[src/rtl/block_game_pkg.sv]
`default_nettype none
// +----------------------------------------------------------------------+
// | block_game_pkg                                                       |
// | Shared types and helpers for the falling-block game datapath.        |
// |   drop_state_t : controller state encoding                           |
// |   BOARD_ROWS / BOARD_COLS : default board geometry                   |
// |   cell_idx()   : flat board bit index of (row, col)                  |
// | Revision: 1.0 - initial release                                      |
// +----------------------------------------------------------------------+
package block_game_pkg;

  localparam int BOARD_ROWS = 16;
  localparam int BOARD_COLS = 8;

  typedef enum logic [2:0] {
    ST_IDLE  = 3'd0,
    ST_SPAWN = 3'd1,
    ST_FALL  = 3'd2,
    ST_LOCK  = 3'd3,
    ST_CLEAR = 3'd4,
    ST_OVER  = 3'd5
  } drop_state_t;

  // Row-major flattening: bit r*cols+c holds row r, column c.
  function automatic int cell_idx(input int row, input int col, input int cols = BOARD_COLS);
    return row * cols + col;
  endfunction

endpackage
`default_nettype wire

[src/rtl/rise_detect.sv]
`default_nettype none
// +----------------------------------------------------------------------+
// | rise_detect                                                          |
// | Registered 1-bit rising-edge detector for a sys_clk-synchronous      |
// | input. The pulse is combinational: high while din=1 and the previous |
// | sample was 0.                                                        |
// |   sys_clk : clock          sys_rst : synchronous active-high reset   |
// |   din     : sampled input  pulse   : rising-edge pulse               |
// | Revision: 1.0 - initial release                                      |
// +----------------------------------------------------------------------+
module rise_detect (
  input  logic sys_clk,
  input  logic sys_rst,
  input  logic din,
  output logic pulse
);

  logic r_din_q;

  always_ff @(posedge sys_clk) begin
    if (sys_rst) r_din_q <= 1'b0;
    else         r_din_q <= din;
  end

  assign pulse = din & ~r_din_q;

endmodule
`default_nettype wire

[src/rtl/block_drop_ctrl.sv]
`default_nettype none
// +----------------------------------------------------------------------+
// | block_drop_ctrl                                                      |
// | Falling single-cell block controller. Gravity ticks come from rising |
// | edges of block_clk (sys_clk-synchronous data, not a clock). Moves    |
// | the active block, locks it, clears full rows and counts them.        |
// |   sys_clk, sys_rst        : clock, synchronous active-high reset     |
// |   block_clk               : divided gravity rate                     |
// |   start                   : begin game from IDLE or OVER             |
// |   move_left, move_right   : lateral move pulses                      |
// |   board                   : locked cells, bit r*COLS+c               |
// |   block_row, block_col    : active block position                    |
// |   block_valid, game_over  : FALL / OVER indicators                   |
// |   drop_tick               : registered gravity tick                  |
// |   score                   : saturating cleared-row count             |
// | Revision: 1.0 - initial release                                      |
// +----------------------------------------------------------------------+
module block_drop_ctrl
  import block_game_pkg::*;
#(
  parameter int ROWS    = BOARD_ROWS,
  parameter int COLS    = BOARD_COLS,
  parameter int SCORE_W = 8
) (
  input  logic                     sys_clk,
  input  logic                     sys_rst,
  input  logic                     block_clk,
  input  logic                     start,
  input  logic                     move_left,
  input  logic                     move_right,
  output logic [ROWS*COLS-1:0]     board,
  output logic [$clog2(ROWS)-1:0]  block_row,
  output logic [$clog2(COLS)-1:0]  block_col,
  output logic                     block_valid,
  output logic                     drop_tick,
  output logic [SCORE_W-1:0]       score,
  output logic                     game_over
);

  localparam int RW = $clog2(ROWS);
  localparam int CW = $clog2(COLS);

  localparam logic [RW-1:0]      C_ROW_LAST  = RW'(ROWS - 1);
  localparam logic [CW-1:0]      C_COL_LAST  = CW'(COLS - 1);
  localparam logic [CW-1:0]      C_COL_SPAWN = CW'(COLS / 2);
  localparam logic [SCORE_W-1:0] C_SCORE_MAX = '1;

  drop_state_t          r_state, w_state_nx;
  logic [COLS-1:0]      r_rows    [ROWS];
  logic [COLS-1:0]      w_rows_nx [ROWS];
  logic [RW-1:0]        r_row, w_row_nx;
  logic [CW-1:0]        r_col, w_col_nx;
  logic [SCORE_W-1:0]   r_score, w_score_nx;
  logic                 r_drop_tick;
  logic                 w_tick;

  rise_detect u_gravity_edge (
    .sys_clk (sys_clk),
    .sys_rst (sys_rst),
    .din     (block_clk),
    .pulse   (w_tick)
  );

  // Neighbour indices may wrap at the board edges; every use is gated by
  // the matching bounds test, so the wrapped cell is never consulted.
  logic [RW-1:0] w_row_below;
  logic [CW-1:0] w_col_left;
  logic [CW-1:0] w_col_right;
  logic          w_blocked_below;
  logic          w_can_left;
  logic          w_can_right;
  logic          w_row_full;

  assign w_row_below     = r_row + 1'b1;
  assign w_col_left      = r_col - 1'b1;
  assign w_col_right     = r_col + 1'b1;
  assign w_blocked_below = (r_row == C_ROW_LAST) || r_rows[w_row_below][r_col];
  assign w_can_left      = (r_col != '0) && !r_rows[r_row][w_col_left];
  assign w_can_right     = (r_col != C_COL_LAST) && !r_rows[r_row][w_col_right];
  // A single-cell block can only complete the row it landed in.
  assign w_row_full      = &r_rows[r_row];

  always_comb begin
    w_state_nx = r_state;
    w_row_nx   = r_row;
    w_col_nx   = r_col;
    w_score_nx = r_score;
    w_rows_nx  = r_rows;

    case (r_state)
      ST_IDLE: begin
        if (start) w_state_nx = ST_SPAWN;
      end

      ST_SPAWN: begin
        w_row_nx   = '0;
        w_col_nx   = C_COL_SPAWN;
        w_state_nx = r_rows[0][C_COL_SPAWN] ? ST_OVER : ST_FALL;
      end

      ST_FALL: begin
        // Gravity wins over lateral input; a move in the tick cycle is dropped.
        if (w_tick) begin
          if (w_blocked_below) w_state_nx = ST_LOCK;
          else                 w_row_nx   = w_row_below;
        end else if (move_left && !move_right) begin
          if (w_can_left) w_col_nx = w_col_left;
        end else if (move_right && !move_left) begin
          if (w_can_right) w_col_nx = w_col_right;
        end
      end

      ST_LOCK: begin
        w_rows_nx[r_row][r_col] = 1'b1;
        w_state_nx              = ST_CLEAR;
      end

      ST_CLEAR: begin
        if (w_row_full) begin
          // Everything above the landed row drops by one; rows below stay.
          w_rows_nx[0] = '0;
          for (int i = 1; i < ROWS; i++) begin
            if (i <= int'(r_row)) w_rows_nx[i] = r_rows[i-1];
          end
          if (r_score != C_SCORE_MAX) w_score_nx = r_score + 1'b1;
        end
        w_state_nx = ST_SPAWN;
      end

      ST_OVER: begin
        if (start) begin
          for (int i = 0; i < ROWS; i++) w_rows_nx[i] = '0;
          w_score_nx = '0;
          w_state_nx = ST_SPAWN;
        end
      end

      default: w_state_nx = ST_IDLE;
    endcase
  end

  always_ff @(posedge sys_clk) begin
    if (sys_rst) begin
      r_state     <= ST_IDLE;
      r_row       <= '0;
      r_col       <= '0;
      r_score     <= '0;
      r_drop_tick <= 1'b0;
      for (int i = 0; i < ROWS; i++) r_rows[i] <= '0;
    end else begin
      r_state     <= w_state_nx;
      r_row       <= w_row_nx;
      r_col       <= w_col_nx;
      r_score     <= w_score_nx;
      r_drop_tick <= w_tick;
      r_rows      <= w_rows_nx;
    end
  end

  for (genvar g = 0; g < ROWS; g++) begin : g_board_row
    assign board[cell_idx(g, 0, COLS) +: COLS] = r_rows[g];
  end

  assign block_row   = r_row;
  assign block_col   = r_col;
  assign block_valid = (r_state == ST_FALL);
  assign game_over   = (r_state == ST_OVER);
  assign drop_tick   = r_drop_tick;
  assign score       = r_score;

endmodule
`default_nettype wire

[config.mk]
export PLATFORM = sky130hd
export DESIGN_NAME = block_drop_ctrl
export DESIGN_NICKNAME = d
export VERILOG_FILES = /design/src/rtl/block_game_pkg.sv /design/src/rtl/rise_detect.sv /design/src/rtl/block_drop_ctrl.sv
export SDC_FILE = /design/constraint.sdc
export NUM_CORES = 1
export LEC_CHECK = 0
export CAP_MARGIN = 20
export CORE_MARGIN = 3
export CORE_UTILIZATION = 55
export CTS_BUF_LIST = sky130_fd_sc_hd__clkbuf_4 sky130_fd_sc_hd__clkbuf_8
export DETAILED_ROUTE_END_ITERATION = 10
export PLACE_DENSITY = 0.81
export SLEW_MARGIN = 20
export SYNTH_ARGS = -nofsm -noshare
export SYNTH_HDL_FRONTEND = slang
export SYNTH_SLANG_ARGS = --single-unit
[constraint.sdc]
create_clock -name sys_clk -period 5.1 [get_ports sys_clk]
set_input_delay 1.02 -clock sys_clk [delete_from_list [all_inputs] [get_ports sys_clk]]
set_output_delay 1.02 -clock sys_clk [all_outputs]
set_load 0.02 [all_outputs]
# --- After elaboration in Yosys (flattened, before gate mapping) ---
# Cells that the tools add are included.
totals:
  reg_bits: 148
  elab_cells: 177
  output_inout_bits: 146
classes:
  n_eq_ne: 34
  reduce_logical: 38
  order_cmp: 22
  n_addsub: 4
  n_mux: 52
  n_bitwise: 5
op_table:
  columns: ["op", "count"]
  rows:
  - ["$pmux W128 S3", 1]
  - ["$mux W128", 2]
  - ["$mux W8", 23]
  - ["$or A128 B128 Y128", 1]
  - ["$bmux W8 S4", 2]
  - ["$reduce_and A4 Y1", 16]
  - ["$ne A2 B2 Y1 const B", 20]
  - ["$demux W8 S4", 1]
  - ["$le A4 B4 Y1 const A", 8]
  - ["$mux W3", 9]
  - ["$le A3 B4 Y1 const A", 4]
  - ["$pmux W8 S2", 1]
  - ["$pmux W3 S5", 1]
  - ["$lt A3 B4 Y1 const B", 3]
  - ["$ge A5 B5 Y1 const B", 2]
  - ["$not A4 Y5", 2]
  - ["$bmux W1 S3", 3]
  - ["$reduce_and A3 Y1", 3]
  - ["$add A8 B1 Y8 const B", 1]
  - ["$le A2 B4 Y1 const A", 2]
  - ["$mux W4", 2]
  - ["$ne A8 B8 Y1 const B", 1]
  - ["$pmux W4 S2", 1]
  - ["$reduce_and A8 Y1", 1]
  - ["other kinds (26)", 45]

# --- Depth between registers and ports, before layout ---
depth:
  word_depth: 13
  mapped_depth: 15
  ltp_nobuf: 9

# --- By module ---
# From an unflattened synthesis, not the netlist that was laid out.
hier_totals:
  cells_unflattened: 1115
  hier_area_um2: 9410.3
modules_own_cells:
  columns: ["module", "cells_per_inst", "instances", "area_each_um2"]
  rows:
  - ["block_drop_ctrl", 1112, 1, 9362.7]
  - ["rise_detect", 3, 1, 47.5]

# --- Worst setup path after synthesis ---
# No wires, ideal clock.
synth_timing:
  path_kind: "register -> register"
  from: "register r_row[1], in the netlist block_row[1]"
  to: "register r_row[1], in the netlist block_row[1]"
  synth_period_minus_slack_ps: 3584
  t_required_ps: 5028
  path_slack_ps: 1516
  path_buffers: 5
  path_stages_with_launch: 14
  t_arrival_ps: 3512
  cell_sequence: "dfxtp_1 buf_6 buf_6 buf_6 inv_1 ha_1 buf_2 buf_1 mux4_2 mux4_2 a211oi_1 o21ai_1 nor3_2 mux2i_1"
synth_between:
  elab_chain_cells: 10
synth_rtl:
  columns: ["element", "line_no", "source"]
  rows:
  - ["start, declared", "block_drop_ctrl.sv:51", "logic [RW-1:0] r_row, w_row_nx;"]
  - ["start signal, assigned", "block_drop_ctrl.sv:152", "r_row <= w_row_nx;"]
  - ["$add A4 B1 Y4", "block_drop_ctrl.sv:74", "assign w_row_below = r_row + 1'b1;"]
  - ["$not A4 Y5 (not written as such)", "block_drop_ctrl.sv:77", "assign w_blocked_below = (r_row == C_ROW_LAST) || r_rows[w_row_below][r_col];"]
  - ["$bmux W8 S4", "block_drop_ctrl.sv:77", null]
  - ["$mux W8 (not written as such) (2 in series)", "block_drop_ctrl.sv:77", null]
  - ["$bmux W1 S3", "block_drop_ctrl.sv:77", null]
  - ["$mux W1 (not written as such)", "block_drop_ctrl.sv:77", null]
  - ["$logic_or A1 B1 Y1", "block_drop_ctrl.sv:77", null]
  - ["$ne A2 B2 Y1 (no line)", null, null]
  - ["$reduce_and A3 Y1 (no line)", null, null]
# Parallel ways exist; a longest one is shown, timed or not. The select of a mux whose other input is x is not followed.
# A chain may end at the register's enable or synchronous reset.

# --- Final worst setup path ---
layout_timing:
  from: "register r_row[1], in the netlist block_row[1]"
  to: "register r_rows (netlist bit board[31])"
layout_between:
  elab_chain_cells: 7
layout_rtl:
  columns: ["element", "line_no", "source"]
  rows:
  - ["$not A4 Y5 (not written as such)", "block_drop_ctrl.sv:81, block_drop_ctrl.sv:114", null]
  - ["$bmux W8 S4 (tied with other cells)", "block_drop_ctrl.sv:81", "assign w_row_full = &r_rows[r_row];"]
  - ["$mux W8 (not written as such) or $logic_and A1 B1 Y1 (tied branches)", "block_drop_ctrl.sv:81, block_drop_ctrl.sv:114", null]
  - ["$mux W8, on equally long branches", "block_drop_ctrl.sv:81, block_drop_ctrl.sv:114", null]
  - ["$reduce_and A8 Y1 or $demux W8 S4 (tied branches)", "block_drop_ctrl.sv:81, block_drop_ctrl.sv:114", null]
  - ["$ne A2 B2 Y1 (no line) or $or A128 B128 Y128 (tied branches)", null, null]
  - ["$reduce_and A4 Y1 (no line) or $pmux W128 S3 (tied branches)", null, null]
  - ["end signal, assigned", "block_drop_ctrl.sv:156", "r_rows <= w_rows_nx;"]
  - ["end, declared", "block_drop_ctrl.sv:49", "logic [COLS-1:0] r_rows [ROWS];"]
# Parallel ways exist; a longest one is shown, timed or not. The select of a mux whose other input is x is not followed.

==> flow_metrics.py <==
metrics = {
    "run_status": {
        "run_status": "finished clean",
    },
    "yosys": {
        "synth_largest_type_area_fraction_pct": 28.4,
        "synth_sequential_area_ratio_pct": 28.4,
        "synth_cell_type_count": 68,
        "synth-async-reset-ratio_pct": 0,
        "synth-main-ff-cell": "sky130_fd_sc_hd__dfxtp_1",
        "synth_area_leaders": "sky130_fd_sc_hd__dfxtp_1, sky130_fd_sc_hd__mux4_2, sky130_fd_sc_hd__a211oi_1",
        "number_of_enable_flip_flop_cells_after_synthesis": 0,
        "postSynthAreaPerCell_um2": 9.11,
        "synth.cell_area_um2": 10400,
        "syn_nets": 1161,
        "syn-instance-count": 1146,
        "yosys_register_bits": 148,
        "synth-warning-count": 0,
        "netlist.top_cell.by_area": "sky130_fd_sc_hd__dfxtp_1",
    },
    "clocking": {
        "cts.reportedPaths.clkPinSlew_ps": 100,
        "numClockSinks": 148,
        "postCtsResizedCells": 0,
        "root_buffer": "sky130_fd_sc_hd__clkbuf_8",
        "tritoncts": "yes",
        "cts-buffers-inserted": 17,
        "holdBufCountCts": 0,
        "post-cts-setup-buffers": 0,
        "htree_depth": 4,
        "cts-root-to-sink-buffers": 2,
        "worst_skew_pair.late_latency_ps": 490,
    },
    "worst_setup_path": {
        "critical_path_class": "reg -> reg",
        "required_ps": 5480,
        "crit_arrival_ps": 4220,
        "crit_path_start": "block_row[1]",
        "ff2ff_setup_slack_ps": 1250,
        "crit_fanout": 36,
        "crit_path_start_kind": "register",
        "endpoint_kind": "register",
        "worst-r2r-cell-count": 9,
        "r2r_end": "board[31]",
        "worstReg2RegStart": "block_row[1]",
    },
    "placed_design": {
        "place_inst": 1425,
        "dpl-instance-area_um2": 11700,
        "port_buffers": 151,
        "hpwl_um": 29300,
        "globalplace.congestion": 1.04,
        "dpl_worst_slack_ps": 1400,
    },
    "floorplanning": {
        "placementRows": 49,
        "design.portCount": 152,
        "die_outline_area_um2": 20700,
        "dieHeight_um": 144,
        "core_area_um2": 18300,
        "die_w_um": 144,
        "initial_utilization_pct": 57.0,
    },
    "global_route": {
        "grt_start_max_net_pins": 123,
        "grt_pass1_wl_um": 65000,
        "grtUsageTotal_pct": 41.5,
        "remaining_global_route_overflow": 0,
        "first_global_vias": 10364,
        "number_of_antenna_violations_at_the_first_check_in_global_routing": 2,
    },
    "hold_path": {
        "timing.hold.worst_path_depth": 2,
        "hold_path_class": "reg -> reg",
        "hold_start": "score[6]",
        "hold-path-endpoint": "score[6]",
    },
    "sta": {
        "final.setup.tns_ps": 0,
        "timing.hold.ws_ps": 511,
        "finalCritPeriodShare_pct": 75.4,
        "maxSlewHeadroom_pct": 16.9,
        "finalClockSkew_ps": 14.7,
        "finalCriticalPeriod_ps": 3850,
        "number_of_endpoints_failing_setup_at_the_final_stage": 0,
        "postLayoutSetupSlackWorst_ps": 1250,
        "drv_slew": 0,
        "rsz_0062_raised_after_global_routing": "no",
        "tightestPinTransition_ps": 1240,
        "timing_hold_violations_final": 0,
        "fmax_ghz": 0.260,
    },
    "detailed_routing": {
        "drt-wirelength-per-cell_um": 29.9,
        "postRouteAntennaNets": 0,
        "routed_via_density": 7.84,
        "routed_wirelength_um": 43500,
        "drt-initial-drc-count": 2158,
        "detailedRoute.firstPassIterationCount": 6,
        "detail_route.drc_violations": 0,
        "dr_total_vias": 11419,
    },
    "power_and_ir_drop": {
        "ir_drop_mv": 0.156,
        "power_density_nw_per_um2": 199,
        "power.clock.fraction_pct": 38.2,
        "switching_pwr_mw": 0.800,
        "internal_power_mw": 1.60,
        "switching_share_pct": 33.3,
        "share_comb_of_total_power_pct": 12.5,
        "power.sequential.fraction_pct": 49.3,
        "leakage_nw": 3.38,
    },
    "finish": {
        "drive_gt1_share_pct": 14.8,
        "antennaDiodeCount": 0,
        "area_growth_from_synthesis_to_layout_pct": 15.9,
        "finish.net_count": 1230,
        "postLayoutCellArea_um2": 12100,
        "layoutNonFillerInstCount": 1457,
    },
    "run": {
        "timing.max_cap.violations": 0,
    },
}
[flip-flops by register name (all words and copies together), names as in the netlist]
register / count
board: 128
score: 8
block_row: 4
block_col: 3
r_state: 3
drop_tick: 1
u_gravity_edge.r_din_q: 1
[power by group through the flow]
stage / combinational, mW / sequential, mW / clock [mW]
final: 0.301 / 1.19 / 0.918
after floorplan: 0.219 / 1.20 / 0
after global routing: 0.317 / 1.19 / 0.966
after CTS: 0.290 / 1.18 / 0.910
after global placement: 0.288 / 1.21 / 0
after detailed placement: 0.290 / 1.21 / 0
[worst max-delay path, stage by stage, from the launching register on]
cell	delay, ps
sky130_fd_sc_hd__dfxtp_2	780
sky130_fd_sc_hd__buf_4	320
sky130_fd_sc_hd__mux4_2	330
sky130_fd_sc_hd__a22oi_1	390
sky130_fd_sc_hd__o21ai_0	270
sky130_fd_sc_hd__o2111a_2	240
sky130_fd_sc_hd__a21oi_4	580
sky130_fd_sc_hd__nor2_2	150
sky130_fd_sc_hd__buf_4	310
sky130_fd_sc_hd__a311oi_1	300
[cell type report]
class                           count  area, um2
Sequential cell                   148       2970
Multi-Input combinational cell    862       6740
Tap cell                          229        287
Clock buffer                       17        234
Clock inverter                     15        145
Timing Repair Buffer              172       1680
Fill cell                        1525       6230
Inverter                           14       53.8
[logic make-up (layout without fill, tap and decap cells)]
group           after synthesis  count (layout)  share of synthesized area (%)
xor+xnor                      5               5                          0.419
fa+ha+maj                     9               9                           1.08
simple gates                275             275                           12.9
flops                       148             148                           28.4
buf+inv                     136             218                           7.27
compound gates              466             466                           31.6
mux                         107             107                           18.4
[cells in the mapped netlist, drive strengths merged (2+ instances only)]
| cell type | count |
|---|---|
| nand2b | 7 |
| mux2 | 6 |
| nor4 | 2 |
| o211ai | 4 |
| o221a | 2 |
| xnor2 | 4 |
| a31oi | 49 |
| a21oi | 22 |
| and2 | 3 |
| or2 | 3 |
| nand2 | 132 |
| mux4 | 67 |
| nor2 | 32 |
| nand4 | 3 |
| clkbuf | 72 |
| a41oi | 75 |
| a21o | 2 |
| a41o | 2 |
| a2111oi | 3 |
| nor3b | 15 |
| o21a | 3 |
| inv | 13 |
| a211oi | 115 |
| dfxtp | 148 |
| nor2b | 9 |
| o31ai | 2 |
| o21ai | 159 |
| or3 | 7 |
| a311oi | 10 |
| mux2i | 34 |
| a221oi | 2 |
| ha | 9 |
| nand3 | 23 |
| buf | 50 |
| a22o | 3 |
| o22ai | 2 |
| a22oi | 2 |
| nor3 | 28 |
| and3 | 8 |
| a221o | 2 |
[placed cells by master, fill, tap and decap left out, types with 24 or more instances in the layout]
| cell | n |
|---|---|
| sky130_fd_sc_hd__nor3_1 | 24 |
| sky130_fd_sc_hd__nand2_1 | 131 |
| sky130_fd_sc_hd__dfxtp_1 | 145 |
| sky130_fd_sc_hd__o21ai_0 | 155 |
| sky130_fd_sc_hd__clkdlybuf4s50_1 | 150 |
| sky130_fd_sc_hd__mux2i_1 | 34 |
| sky130_fd_sc_hd__mux4_2 | 67 |
| sky130_fd_sc_hd__nor2_1 | 30 |
| sky130_fd_sc_hd__a41oi_1 | 56 |
| sky130_fd_sc_hd__a211oi_1 | 115 |
| sky130_fd_sc_hd__a31oi_1 | 49 |
[worst max-delay path by stage]
stage                   end  slack [ps]  depth (start not counted)
2_1_floorplan  block_row[1]        1520                         13
3_3_place_gp   block_row[1]        1410                         10
3_5_place_dp   block_row[1]        1400                         10
4_1_cts        block_row[1]        1360                         10
5_1_grt        block_row[2]        1080                         10
6_report          board[31]        1250                          9
[stage by stage]
step | power (mW) | util (%)
floorplan | 1.42 | -
global placement | 1.50 | 64.0
detailed placement | 1.50 | 64.0
CTS | 2.39 | 66.0
global route | 2.47 | 66.0
finish | 2.41 | 66.0
[metal layers]
metal | up-vias | wire [um] | GRT usage (%)
li1 | 4682 | - | -
met1 | 5392 | 15900 | 56.7
met2 | 1094 | 18500 | 61.2
met3 | 247 | 5980 | 9.85
met4 | 4 | 3110 | 21.9
met5 | - | 34 | 0
Power figures use the tool's default switching activity.
